===== src/rtl/csr_irq.sv =====
// Machine-mode CSR file and interrupt controller for tinyrv: edge/level external lines,
// timer interrupt, fixed-priority trap cause, MIE/MPIE stacking and direct/vectored mtvec.
module csr_irq #(
    parameter int unsigned        NUM_EXT   = 4,
    parameter logic [NUM_EXT-1:0] EDGE_MASK = '1,
    parameter int unsigned        PC_W      = 16
) (
    input  logic               clk,
    input  logic               reset,
    input  logic               intr_timer,
    input  logic [NUM_EXT-1:0] intr_ext,
    input  logic [2:0]         exceptions,
    input  logic               enter_isr,
    input  logic               mret,
    output logic               interrupt_pending,
    input  logic [11:0]        addr,
    input  logic [31:0]        data_in,
    input  logic               write_en,
    output logic [31:0]        data_out,
    input  logic [PC_W-1:0]    pc,
    output logic [PC_W-1:0]    isr_return,
    output logic [PC_W-1:0]    isr_target
);

    localparam logic [11:0] ADDR_MSTATUS  = 12'h300;
    localparam logic [11:0] ADDR_MIE      = 12'h304;
    localparam logic [11:0] ADDR_MTVEC    = 12'h305;
    localparam logic [11:0] ADDR_MSCRATCH = 12'h340;
    localparam logic [11:0] ADDR_MEPC     = 12'h341;
    localparam logic [11:0] ADDR_MCAUSE   = 12'h342;
    localparam logic [11:0] ADDR_MIP      = 12'h344;

    logic               mstatus_mie_q, mstatus_mie_d;
    logic               mstatus_mpie_q, mstatus_mpie_d;
    logic               mtie_q, mtie_d;
    logic [NUM_EXT-1:0] meie_q, meie_d;
    logic               mtip_q, mtip_d;
    logic [NUM_EXT-1:0] meip_q, meip_d;
    logic [NUM_EXT-1:0] ext_prev_q, ext_prev_d;
    logic               armed_q, armed_d;
    logic [31:0]        mtvec_q, mtvec_d;
    logic [31:0]        mscratch_q, mscratch_d;
    logic [31:0]        mepc_q, mepc_d;
    logic [31:0]        mcause_q, mcause_d;

    logic [NUM_EXT-1:0] pend_ext;
    logic               pend_timer;
    logic               ext_hit;
    logic [3:0]         ext_sel;
    logic [31:0]        trap_cause;
    logic [NUM_EXT-1:0] edge_set;
    logic [NUM_EXT-1:0] trap_clr;
    logic [NUM_EXT-1:0] sw_clr;
    logic [PC_W-3:0]    vec_sum;
    logic [31:0]        mie_rd;
    logic [31:0]        mip_rd;

    assign pend_ext          = meie_q & meip_q;
    assign pend_timer        = mtie_q & mtip_q;
    assign interrupt_pending = mstatus_mie_q & (pend_timer | (|pend_ext));

    // Descending scan so the lowest pending line index is the one left selected.
    always_comb begin
        ext_hit = 1'b0;
        ext_sel = '0;
        for (int i = int'(NUM_EXT) - 1; i >= 0; i--) begin
            if (pend_ext[i]) begin
                ext_hit = 1'b1;
                ext_sel = 4'(i);
            end
        end
    end

    always_comb begin
        if (ext_hit) begin
            trap_cause = {1'b1, 26'd0, 1'b1, ext_sel};
        end else if (pend_timer) begin
            trap_cause = 32'h8000_0007;
        end else if (exceptions[1]) begin
            trap_cause = 32'd2;
        end else if (exceptions[0]) begin
            trap_cause = 32'd0;
        end else if (exceptions[2]) begin
            trap_cause = 32'd5;
        end else begin
            trap_cause = 32'd11;
        end
    end

    assign vec_sum    = mtvec_q[PC_W-1:2] + (PC_W-2)'(trap_cause[4:0]);
    assign isr_target = (mtvec_q[1:0] == 2'b01 && trap_cause[31]) ? {vec_sum, 2'b00}
                                                                   : {mtvec_q[PC_W-1:2], 2'b00};
    assign isr_return = mepc_q[PC_W-1:0];

    // The first cycle after reset only captures history, so a line held through reset is not an edge.
    assign edge_set = intr_ext & ~ext_prev_q & {NUM_EXT{armed_q}} & EDGE_MASK;
    assign sw_clr   = (write_en && addr == ADDR_MIP) ? ~data_in[16 +: NUM_EXT] : '0;

    always_comb begin
        trap_clr = '0;
        for (int i = 0; i < int'(NUM_EXT); i++) begin
            trap_clr[i] = enter_isr && ext_hit && (ext_sel == 4'(i));
        end
    end

    always_comb begin
        mstatus_mie_d  = mstatus_mie_q;
        mstatus_mpie_d = mstatus_mpie_q;
        mtie_d         = mtie_q;
        meie_d         = meie_q;
        mtvec_d        = mtvec_q;
        mscratch_d     = mscratch_q;
        mepc_d         = mepc_q;
        mcause_d       = mcause_q;
        mtip_d         = intr_timer;
        ext_prev_d     = intr_ext;
        armed_d        = 1'b1;
        meip_d         = (EDGE_MASK & ((meip_q & ~trap_clr & ~sw_clr) | edge_set))
                       | (~EDGE_MASK & intr_ext);

        if (write_en) begin
            case (addr)
                ADDR_MSTATUS: begin
                    mstatus_mie_d  = data_in[3];
                    mstatus_mpie_d = data_in[7];
                end
                ADDR_MIE: begin
                    mtie_d = data_in[7];
                    meie_d = data_in[16 +: NUM_EXT];
                end
                ADDR_MTVEC:    mtvec_d    = data_in;
                ADDR_MSCRATCH: mscratch_d = data_in;
                ADDR_MEPC:     mepc_d     = data_in & ~32'h1;
                ADDR_MCAUSE:   mcause_d   = data_in;
                default:       ;
            endcase
        end

        // Trap bookkeeping is applied last so it overrides same-cycle software writes and mret.
        if (enter_isr) begin
            mepc_d         = 32'(pc) & ~32'h1;
            mcause_d       = trap_cause;
            mstatus_mpie_d = mstatus_mie_q;
            mstatus_mie_d  = 1'b0;
        end else if (mret) begin
            mstatus_mie_d  = mstatus_mpie_q;
            mstatus_mpie_d = 1'b1;
        end
    end

    always_ff @(posedge clk) begin
        if (reset) begin
            mstatus_mie_q  <= 1'b0;
            mstatus_mpie_q <= 1'b0;
            mtie_q         <= 1'b0;
            meie_q         <= '0;
            mtip_q         <= 1'b0;
            meip_q         <= '0;
            ext_prev_q     <= '0;
            armed_q        <= 1'b0;
            mtvec_q        <= 32'h0000_0001;
            mscratch_q     <= '0;
            mepc_q         <= '0;
            mcause_q       <= '0;
        end else begin
            mstatus_mie_q  <= mstatus_mie_d;
            mstatus_mpie_q <= mstatus_mpie_d;
            mtie_q         <= mtie_d;
            meie_q         <= meie_d;
            mtip_q         <= mtip_d;
            meip_q         <= meip_d;
            ext_prev_q     <= ext_prev_d;
            armed_q        <= armed_d;
            mtvec_q        <= mtvec_d;
            mscratch_q     <= mscratch_d;
            mepc_q         <= mepc_d;
            mcause_q       <= mcause_d;
        end
    end

    always_comb begin
        mie_rd              = '0;
        mie_rd[7]           = mtie_q;
        mie_rd[16 +: NUM_EXT] = meie_q;
        mip_rd              = '0;
        mip_rd[7]           = mtip_q;
        mip_rd[16 +: NUM_EXT] = meip_q;
    end

    always_comb begin
        case (addr)
            ADDR_MSTATUS:  data_out = {24'd0, mstatus_mpie_q, 3'd0, mstatus_mie_q, 3'd0};
            ADDR_MIE:      data_out = mie_rd;
            ADDR_MTVEC:    data_out = mtvec_q;
            ADDR_MSCRATCH: data_out = mscratch_q;
            ADDR_MEPC:     data_out = mepc_q;
            ADDR_MCAUSE:   data_out = mcause_q;
            ADDR_MIP:      data_out = mip_rd;
            default:       data_out = '0;
        endcase
    end

endmodule


===== config.mk =====
export PLATFORM = sky130hd
export DESIGN_NAME = csr_irq
export DESIGN_NICKNAME = d
export VERILOG_FILES = /design/src/rtl/csr_irq.sv
export SDC_FILE = /design/constraint.sdc
export NUM_CORES = 1
export LEC_CHECK = 0
export CORE_UTILIZATION = 56
export DETAILED_ROUTE_END_ITERATION = 12
export PLACE_DENSITY = 0.82
export SLEW_MARGIN = 10
export SYNTH_ARGS = -nofsm -noshare
export SYNTH_HDL_FRONTEND = slang
export SYNTH_SLANG_ARGS = --single-unit

===== constraint.sdc =====
create_clock -name clk -period 7.4 [get_ports clk]
set_input_delay 1.48 -clock clk [delete_from_list [all_inputs] [get_ports clk]]
set_output_delay 1.48 -clock clk [all_outputs]
set_load 0.005 [all_outputs]

==> flow_summary.toml <==
[hold_path]
hold_start = "mscratch_q[5]$_SDFFE_PP0P_"
hold_class = "flip-flop to flip-flop"
whs_path_depth = 2
whs_endpoint = "mscratch_q[5]$_SDFFE_PP0P_"

[global_route]
use_met1_pct = 44.6
grt_max_degree = 69
grt_antenna_before_repair = 0
gr-max-usage-layer = "met2"
grt_pass1_vias = 6581
met3_usage_pct = 8.98
grt_use_met2_pct = 56.1
globalRoute.totalOverflow = 0
grt_pass1_wl_um = 34500
grt_usage_pct = 34.8

[floorplanning]
rows = 40
ios = 138
die_h_um = 113
initial_core_util_pct = 57.6
die_w_um = 113
dieArea_um2 = 12900
coreArea_um2 = 12100

[sta]
hold_violations = 0
final.min_clock_period_ns = 6.20
max_freq_mhz = 161
fin_tns_setup_ns = 0
final_max_slew_viol_count = 0
setup_viol = 0
tightest_slew_ns = 1.09
setup_ws_ns = 1.20
rsz0062_at_grt = "no"
fin_skew_ns = 0.00485
max-slew-margin-rel_pct = 27.1
fin_crit_sh_pct = 83.8

[synthesis]
yosysWarnings = 0
syn_area_um2 = 6950
yosysTopAreaCellShare_pct = 41.5
synth_area_leaders = "dfxtp_1 41%, nand2_1 14%, a21oi_1 8.4%"
ys_types = 53
ys_seq_area_share_pct = 41.5
syn_avg_cell_area_um2 = 7.60
synth_most_common_cell = "nand2_1"
synth_common_cells = "254 x nand2_1, 144 x dfxtp_1, 117 x a21oi_1, 45 x a22oi_1, 41 x clkbuf_1"
synth_top_area_cell = "dfxtp_1"
async_reset_ff_share_pct = 0
synth_flop_cell = "dfxtp_1"
synth-edff-count = 0
netlist_instances = 914
synth_seq_cells = 144

[detailed_routing]
drtIter0Drc = 946
vias_per_cell = 6.08
route.detailed.drc = 0
finalWirelength_um = 22000
num_vias = 7142
wire_per_inst_um = 18.8
antenna_left = 0
drt_pre_antenna_iters = 6

[power]
leakage_nw = 2.89
p_clk_share_pct = 49.2
seq_power_share_pct = 43.8
vdd_drop_max_uv = 155
switchingPower_mw = 0.429
swShare_pct = 23.5
pwr_density_cell_nw_per_um2 = 208
combPwrFrac_pct = 6.9
p_int_mw = 1.39

[setup_path]
criticalPathCategory = "input port to primary output"
path_max_fanout = 4
worstPathArrival_ns = 4.72
path_delay_family = "buffers and inverters"
cp_num_buf_inv = 3
worst_path_most_repeated_cell = "clkdlybuf4s50_1"
path_cells = "clkdlybuf4s50_1, o211ai_1, and3_1, ha_1, inv_1, fa_1, nor2b_1, nor3_1, o21bai_1, nor4b_1, xor2_1, clkdlybuf4s50_1"
worstReg2RegEnd = "mcause_q[3]$_SDFFE_PP0P_"
reg2reg_slack_ns = 5.56
endpoint_kind = "primary output"
cp_slowest_cell = "clkdlybuf4s50_1"
cpPeakStageDelay_ns = 0.54
critPathLaunchType = "input port"
crit_required_ns = 5.92
worstReg2RegStart = "meip_q[3]$_SDFF_PP0_"
reg2reg_depth = 5

[cells_and_area]
fin_nets = 1073
fin_area_um2 = 8750
syn2layout_area_growth_pct = 26.0
fillers = 951
diodes = 0
postLayoutCoreUtil_pct = 72.5
drive_above_1_share_pct = 5.46

[placement]
portBuffers = 133
dpl_cell_area_um2 = 8130
place_ws_ns = 1.24
hpwl_um = 13800
gp_congestion = 0.924

[flow_run]
cap_violations = 0

[cts]
htreeDepth = 4
cts_setup_buffers = 0
cts_tree = "yes"
cts_buffer_depth = 2
clock-root-buffer = "clkbuf_16"
clk_pin_slew_ns = 0.06
cts_resized = 0
clkLatencyLatePin_ns = 0.43
holdBufCountCts = 0
cts_buffers = 17
cts.sinks = 144

[outcome]
status = "complete, no violations"
## per-stage QoR
stage | instances | hold slack [ns] | total power, mW
final | 1175 | 0.450 | 1.82
after global routing | 1175 | 0.467 | 1.87
after CTS | 1175 | 0.452 | 1.82
after detailed placement | 1143 | 0.444 | 0.937
after global placement | 1143 | 0.438 | 0.936
after floorplan | 916 | 0.431 | 0.866
## cell families after synthesis
kind of cell | count (synthesis) | share of synthesized area [%]
and+or+nand+nor | 413 | 26.8
AOI/OAI and AO/OA | 235 | 20.7
DFF | 144 | 41.5
buffers and inverters | 96 | 7.22
xor gates and xnor gates | 11 | 1.39
muxes | 8 | 1.15
adders and majority gates | 6 | 1.19
other | 1 | 0.0540
## cell type report
class                      instances  area, um2  share of cell area, %
clock buffer                      18        439                   5.02
clock inverter                    14        178                   2.03
inverter                           9       33.8                  0.386
multi-input combinational        676       3580                   40.9
sequential                       144       2880                   32.9
tap                              168        210                   2.40
timing repair buffer             146       1420                   16.3
## state kept, by name, indices dropped and copies added (netlist names)
register and flops:
mstatus_mpie_q 1, meip_q 4, ext_prev_q 4, mcause_q 32, mtip_q 1, armed_q 1, mscratch_q 32, meie_q 4
mstatus_mie_q 1, mepc_q 31, mtie_q 1, mtvec_q 32
## worst register-to-register path, cell delays in order (launching register included)
cell and delay, ns:
dfxtp_1 0.35, a222oi_1 0.46, nand2_1 0.25, nor4_1 0.39
o21ai_0 0.13, a31oi_1 0.17
## metal layers
layer	part of all wire, %	vias to the layer above
met3	11	44
li1	-	3330
met1	40	3307
met5	0	-
met2	47	461
met4	2.5	0
## how the worst max path moves through the flow
stage / from / to / slack, ns / depth (start not counted)
after global routing: exceptions[0] / isr_target[14] / 1.08 / 12
after detailed placement: exceptions[0] / isr_target[14] / 1.24 / 12
final: exceptions[0] / isr_target[14] / 1.20 / 12
after CTS: exceptions[0] / isr_target[14] / 1.23 / 12
after floorplan: exceptions[0] / isr_target[14] / 2.60 / 10
after global placement: exceptions[0] / isr_target[14] / 1.28 / 12
## power by group through the flow
stage                     clock, mW  sequential [mW]  combinational (mW)
final                         0.896            0.798               0.126
after global routing          0.935            0.798               0.134
after CTS                     0.897            0.797               0.124
after detailed placement          0            0.814               0.123
after global placement            0            0.814               0.122
after floorplan                   0            0.810              0.0564
## layout by cell type (no fill, tap or decap), types with 4 or more instances in the layout
| master | n |
|---|---|
| a22o_1 | 6 |
| nand3b_1 | 6 |
| mux2i_1 | 8 |
| clkdlybuf4s50_1 | 132 |
| a221o_1 | 9 |
| o211ai_1 | 6 |
| xor2_1 | 7 |
| a21oi_1 | 117 |
| a31oi_1 | 4 |
| nor4_1 | 17 |
| xnor2_1 | 4 |
| inv_1 | 7 |
| dfxtp_1 | 144 |
| and3_1 | 8 |
| nand4_1 | 6 |
| clkbuf_16 | 17 |
| a22oi_1 | 45 |
| ha_1 | 5 |
| o21ai_0 | 32 |
| inv_6 | 6 |
| nand3_1 | 14 |
| nor3_1 | 36 |
| and2_1 | 6 |
| nor2_1 | 40 |
| buf_4 | 13 |
| nor2b_1 | 7 |
| a32oi_1 | 6 |
| nand2_1 | 254 |
Note: power is estimated with default switching activity, not from simulation.
